--- config.mk ---
export PLATFORM = sky130hd
export DESIGN_NAME = i2s_rx
export DESIGN_NICKNAME = d
export VERILOG_FILES = /design/src/rtl/i2s_rx.sv
export SDC_FILE = /design/constraint.sdc
export NUM_CORES = 1
export LEC_CHECK = 0
export ABC_AREA = 0
export ABC_CLOCK_PERIOD_IN_PS = 4380
export CAP_MARGIN = 20
export CELL_PAD_IN_SITES_DETAIL_PLACEMENT = 0
export CELL_PAD_IN_SITES_GLOBAL_PLACEMENT = 1
export CORE_ASPECT_RATIO = 1.25
export CORE_MARGIN = 3
export CORE_UTILIZATION = 44
export CTS_CLUSTER_SIZE = 16
export DETAILED_ROUTE_END_ITERATION = 8
export PLACE_DENSITY_LB_ADDON = 0.1
export SLEW_MARGIN = 20
export SYNTH_ARGS = -nofsm -noshare
export SYNTH_HDL_FRONTEND = slang
export SYNTH_SLANG_ARGS = --single-unit
--- constraint.sdc ---
create_clock -name clk_i -period 4.38 [get_ports clk_i]
set_input_delay 0.438 -clock clk_i [delete_from_list [all_inputs] [get_ports clk_i]]
set_output_delay 0.438 -clock clk_i [all_outputs]
set_load 0.005 [all_outputs]
--- src/rtl/i2s_rx.sv ---
// I2S receiver: synchronizes the bus to clk_i, shifts in MSB-first words
// and presents held left/right samples with a one-cycle pair-valid strobe.
module i2s_rx #(
  parameter int DATA_WIDTH  = 24,
  parameter int SLOT_WIDTH  = 32,
  parameter int SYNC_STAGES = 2
) (
  input  logic                  clk_i,
  input  logic                  clr_i,
  input  logic                  sck_i,
  input  logic                  ws_i,
  input  logic                  sd_i,
  output logic [DATA_WIDTH-1:0] left_o,
  output logic [DATA_WIDTH-1:0] right_o,
  output logic                  valid_o,
  output logic                  frame_err_o
);

  localparam int CW = $clog2(SLOT_WIDTH + 1);
  localparam logic [CW-1:0] LAST_DATA = CW'(DATA_WIDTH - 1);
  localparam logic [CW-1:0] LAST_SLOT = CW'(SLOT_WIDTH - 1);
  localparam logic [CW-1:0] SLOT_END  = CW'(SLOT_WIDTH);

  typedef enum logic [1:0] {IDLE, SHIFT, PAD} state_t;

  logic [SYNC_STAGES-1:0] sck_sr, ws_sr, sd_sr;
  logic                   sck_prev, ws_prev;
  logic                   sck_sync, ws_s, sd_s, bit_ev, ws_chg;

  state_t                 state, state_n;
  logic [CW-1:0]          bit_cnt, cnt_n;
  logic                   chan, chan_n;
  logic                   got_left, got_n;
  logic [DATA_WIDTH-2:0]  shreg, shreg_n;
  logic [DATA_WIDTH-1:0]  left_n, right_n;
  logic                   valid_n, err_n;

  assign sck_sync = sck_sr[SYNC_STAGES-1];
  assign ws_s     = ws_sr[SYNC_STAGES-1];
  assign sd_s     = sd_sr[SYNC_STAGES-1];
  assign bit_ev   = sck_sync & ~sck_prev;
  // The bit on a WS-change event still belongs to the previous slot.
  assign ws_chg   = bit_ev & (ws_s != ws_prev);

  // Input synchronizers, rising-edge detect and ws history.
  always_ff @(posedge clk_i) begin
    if (clr_i) begin
      sck_sr   <= '0;
      ws_sr    <= '0;
      sd_sr    <= '0;
      sck_prev <= 1'b0;
      ws_prev  <= 1'b0;
    end else begin
      sck_sr   <= {sck_sr[SYNC_STAGES-2:0], sck_i};
      ws_sr    <= {ws_sr[SYNC_STAGES-2:0], ws_i};
      sd_sr    <= {sd_sr[SYNC_STAGES-2:0], sd_i};
      sck_prev <= sck_sync;
      if (bit_ev) ws_prev <= ws_s;
    end
  end

  // State and datapath registers; clr_i overrides any bit event.
  always_ff @(posedge clk_i) begin
    if (clr_i) begin
      state       <= IDLE;
      bit_cnt     <= '0;
      chan        <= 1'b0;
      got_left    <= 1'b0;
      shreg       <= '0;
      left_o      <= '0;
      right_o     <= '0;
      valid_o     <= 1'b0;
      frame_err_o <= 1'b0;
    end else begin
      state       <= state_n;
      bit_cnt     <= cnt_n;
      chan        <= chan_n;
      got_left    <= got_n;
      shreg       <= shreg_n;
      left_o      <= left_n;
      right_o     <= right_n;
      valid_o     <= valid_n;
      frame_err_o <= err_n;
    end
  end

  // Next-state: word framing, capture, pairing and error detection.
  always_comb begin
    state_n = state;
    cnt_n   = bit_cnt;
    chan_n  = chan;
    got_n   = got_left;
    shreg_n = shreg;
    left_n  = left_o;
    right_n = right_o;
    valid_n = 1'b0;
    err_n   = frame_err_o;
    if (bit_ev) begin
      case (state)
        IDLE: begin
          if (ws_chg) begin
            cnt_n   = '0;
            chan_n  = ws_s;
            state_n = SHIFT;
          end
        end
        SHIFT: begin
          if (ws_chg) begin
            // Short word: drop it and start over on the new channel.
            err_n  = 1'b1;
            got_n  = 1'b0;
            cnt_n  = '0;
            chan_n = ws_s;
          end else begin
            shreg_n = {shreg[DATA_WIDTH-3:0], sd_s};
            cnt_n   = bit_cnt + 1'b1;
            if (bit_cnt == LAST_DATA) begin
              state_n = PAD;
              if (!chan) begin
                left_n = {shreg, sd_s};
                got_n  = 1'b1;
              end else begin
                right_n = {shreg, sd_s};
                if (got_left) begin
                  valid_n = 1'b1;
                  got_n   = 1'b0;
                end
              end
            end
          end
        end
        PAD: begin
          if (ws_chg) begin
            cnt_n   = '0;
            chan_n  = ws_s;
            state_n = SHIFT;
          end else if (bit_cnt == LAST_SLOT) begin
            // Slot overran without a WS change: resync from IDLE.
            cnt_n   = SLOT_END;
            err_n   = 1'b1;
            got_n   = 1'b0;
            state_n = IDLE;
          end else begin
            cnt_n = bit_cnt + 1'b1;
          end
        end
        default: state_n = IDLE;
      endcase
    end
  end

endmodule

==> run summary <==
- 43 — Netlist cell types
- dfxtp_1 — post-synthesis cell type with the largest combined area
- 54 — IO buf count
- 91 — number of clock sinks seen by CTS
- 3879 µm² — synthesized area
- 5.147 — DR vias/cell
- dfxtp_1 — most common cell in the synthesized netlist
- 0 — max-slew violations
- 2.670 ns — post-layout min period
- 46.04% — initial standard-cell utilization of the core
- 13.99 µm — wire per inst
- 0 — Congestion Overflow GR
- 0 — hold violation count in the final report
- 5 — depth of the worst register-to-register path
- 55 — Ports
- ws_sr[1]$_SDFF_PP0_ — launch instance of the worst register-to-register path
- 0.3746 GHz — Fmax achieved
- 119 — pin count of the biggest net entering global routing
- 0 — max-cap violation count
- 0 — number of nets with antenna violations after routing
- 0 ns — post-route setup TNS
- 1 — Min-Delay Path Depth
- 0.8404 — weighted congestion at the end of routability-driven global placement
- 14,070 µm — global-route wire length before repair
- 9 — TritonCTS Buffers
- 448 — syn nets
- 0 — Post-route DRC
- 46.97% — register area share after synthesis
- 0 — number of hold-repair buffers added at the cts stage
- 0 — number of buffers inserted by post-CTS setup repair
- false — setup repair after global routing missed its margin
- 2.95 ns — arrival time at the worst endpoint
- 31.64% — slew margin rel.
- left_o[9]$_SDFFE_PP0P_ — worst r2r dst
- 481 — final layout net count
- 0 — number of warnings reported in the yosys synthesis log
- clkbuf_8 — buffer cell driving the clock tree root
- 5133 µm — estimated wirelength of the detail-placed design
- 0.08 ns — clk slew on worst S/H paths
- 4 — 1st-pass router iterations
- 8.876 µm² — per-instance average area after synthesis
- 60.95% — final worst path period share
- 0 — final setup violation count
- reg -> reg — HP Class
- 0.004862 ns — setup clock skew after layout
- ws_sr[1]$_SDFF_PP0_ — start point of the critical path
- 303.1 nW/µm² — P per Cell Area
- reg -> reg — type of the worst setup path
- dfxtp_1, a21oi_1, nand2_1 — top post-synthesis cells by count
- 1.413 nW — leakage power figure
- 2,895 — via count of the first global-routing pass
- 4.67 ns — critical path data required time
- 5.696% — share of cells above drive strength 1
- 0 — antenna diode count
- 1.71 ns — setup slack, reg-to-reg
- 0% — Synth async-reset ratio
- 111.0 µm — Die Height
- left_o[9]$_SDFFE_PP0P_ — endpoint of the most critical setup path
- 91 — register bit total from synthesis
- 0 — initial antenna violation count
- dfxtp_1, nand2b_1, a21oi_1, mux2i_1, nand2_1 — Area contributors post-synth
- 3,042 — routed via count
- complete, no violations — run status
- 37 — # rows
- 2 — maximum root-to-sink buffer count
- 89.98 µm — horizontal die dimension
- 9985 µm² — overall die area
- 4593 µm² — final instance area
- 0.35 ns — latest clock arrival within the worst-skew pair
- 150 — Detailed Route Iter0 Violations
- built — clock tree from TritonCTS
- 46.97% — share of the synthesized area in the top cell type
- dfxtp_1 — Most used DFF post-synth
- flip-flop — category of the worst setup path capture point
- 437 — cells after synthesis
- 4414 µm² — placed standard-cell area
- flip-flop — kind of start point of the critical path
- 17.05% — overall global routing resource usage
- 8269 µm — drt total wl
- 8426 µm² — Std-Cell Core Area
- 0 — number of enable-type register cells in the synthesized netlist
- 16 — Max FO, Critical Path
- 3 — Max H-tree Level
- 0.1886 mV — worst voltage drop across the vdd grid
- 0 — number of cells upsized or downsized after cts
- 1.025 ns — transition time at the pin with the least slew margin
- 18.42% — area growth from synthesis to layout
[metal layers]
layer / share of wire (%) / up-vias / GRT usage, %
li1: - / 1560 / -
met1: 49 / 1417 / 22.71
met2: 46 / 59 / 26.91
met5: 0 / - / 0
met4: 0.99 / 0 / 8.069
met3: 4.0 / 6 / 2.851
[kinds of logic after synthesis]
kind of cell	Yosys count	synth area share (%)
AND/OR/NAND/NOR	169	23.39
adder cells (fa/ha/maj)	6	1.935
AO/OA/AOI/OAI	101	15.13
buffers and inverters	41	5.129
multiplexers	27	7.000
flip-flops	91	46.97
XOR/XNOR	2	0.4517
[how the worst min path moves through the flow]
stage	end	slack (ns)	start
after floorplan	sck_sr[1]$_SDFF_PP0_	0.41	sck_sr[0]$_SDFF_PP0_
after global placement	sck_sr[1]$_SDFF_PP0_	0.42	sck_sr[0]$_SDFF_PP0_
after detailed placement	sck_sr[1]$_SDFF_PP0_	0.43	sck_sr[0]$_SDFF_PP0_
after CTS	sck_sr[1]$_SDFF_PP0_	0.45	sck_sr[0]$_SDFF_PP0_
after global routing	ws_sr[1]$_SDFF_PP0_	0.46	ws_sr[0]$_SDFF_PP0_
final	sck_sr[1]$_SDFF_PP0_	0.44	sck_sr[0]$_SDFF_PP0_
[stage by stage]
stage | hold slack [ns] | cells | util (%) | worst slack [ns] | power [W]
6_report | 0.4446 | 591 | 54.51 | 1.710 | 0.001392
5_1_grt | 0.4616 | 591 | 54.51 | 1.444 | 0.001444
4_1_cts | 0.4469 | 591 | 54.51 | 1.681 | 0.001412
3_5_place_dp | 0.4278 | 576 | 52.39 | 1.701 | 0.0008894
3_3_place_gp | 0.4174 | 576 | 52.39 | 1.780 | 0.0008895
2_1_floorplan | 0.4138 | 437 | - | 2.632 | 0.0008824
[worst max-delay path, stage by stage, from the launching register on]
cell and delay (ns):
dfxtp_1 0.35, xnor2_1 0.80, nand2_1 0.25, nor3_4 0.57, buf_4 0.40, mux2i_1 0.22
[state kept, by name, summed over array words and instances, names as in the netlist, 2 cells and up]
signal   cells
ws_sr        2
state        2
right_o     24
left_o      24
shreg       23
sd_sr        2
sck_sr       2
bit_cnt      6
[cells in the final DEF (no fill, tap or decap), types with 2 or more instances in the layout]
cell type	count
a2111o_1	2
a21oi_1	54
a22o_1	2
a31oi_1	7
and3_1	2
buf_4	4
clkbuf_8	12
clkdlybuf4s50_1	53
clkinv_2	2
dfxtp_1	91
ha_1	6
inv_1	6
mux2i_1	26
nand2_1	54
nand2b_1	51
nand3_1	29
nand4_1	4
nor2_1	5
nor2b_1	10
nor3_1	3
nor4_1	2
o21ai_0	26
o22ai_1	2
[report_power, final]
group          switching, W  internal, W
Clock              0.000275     0.000248
Sequential       0.00000162     0.000829
Combinational     0.0000236    0.0000147
Total              0.000300      0.00109
[layout make-up]
cell class | count | area, µm²
fillers | 834 | 3832
clock buffers | 13 | 168.9
repair buffers | 57 | 560.5
well taps | 117 | 146.4
flip-flops and latches | 91 | 1822
inverters | 6 | 22.52
multi-input cells | 305 | 1863
clock inverters | 2 | 10.01
Note: power is estimated with default switching activity, not from simulation.
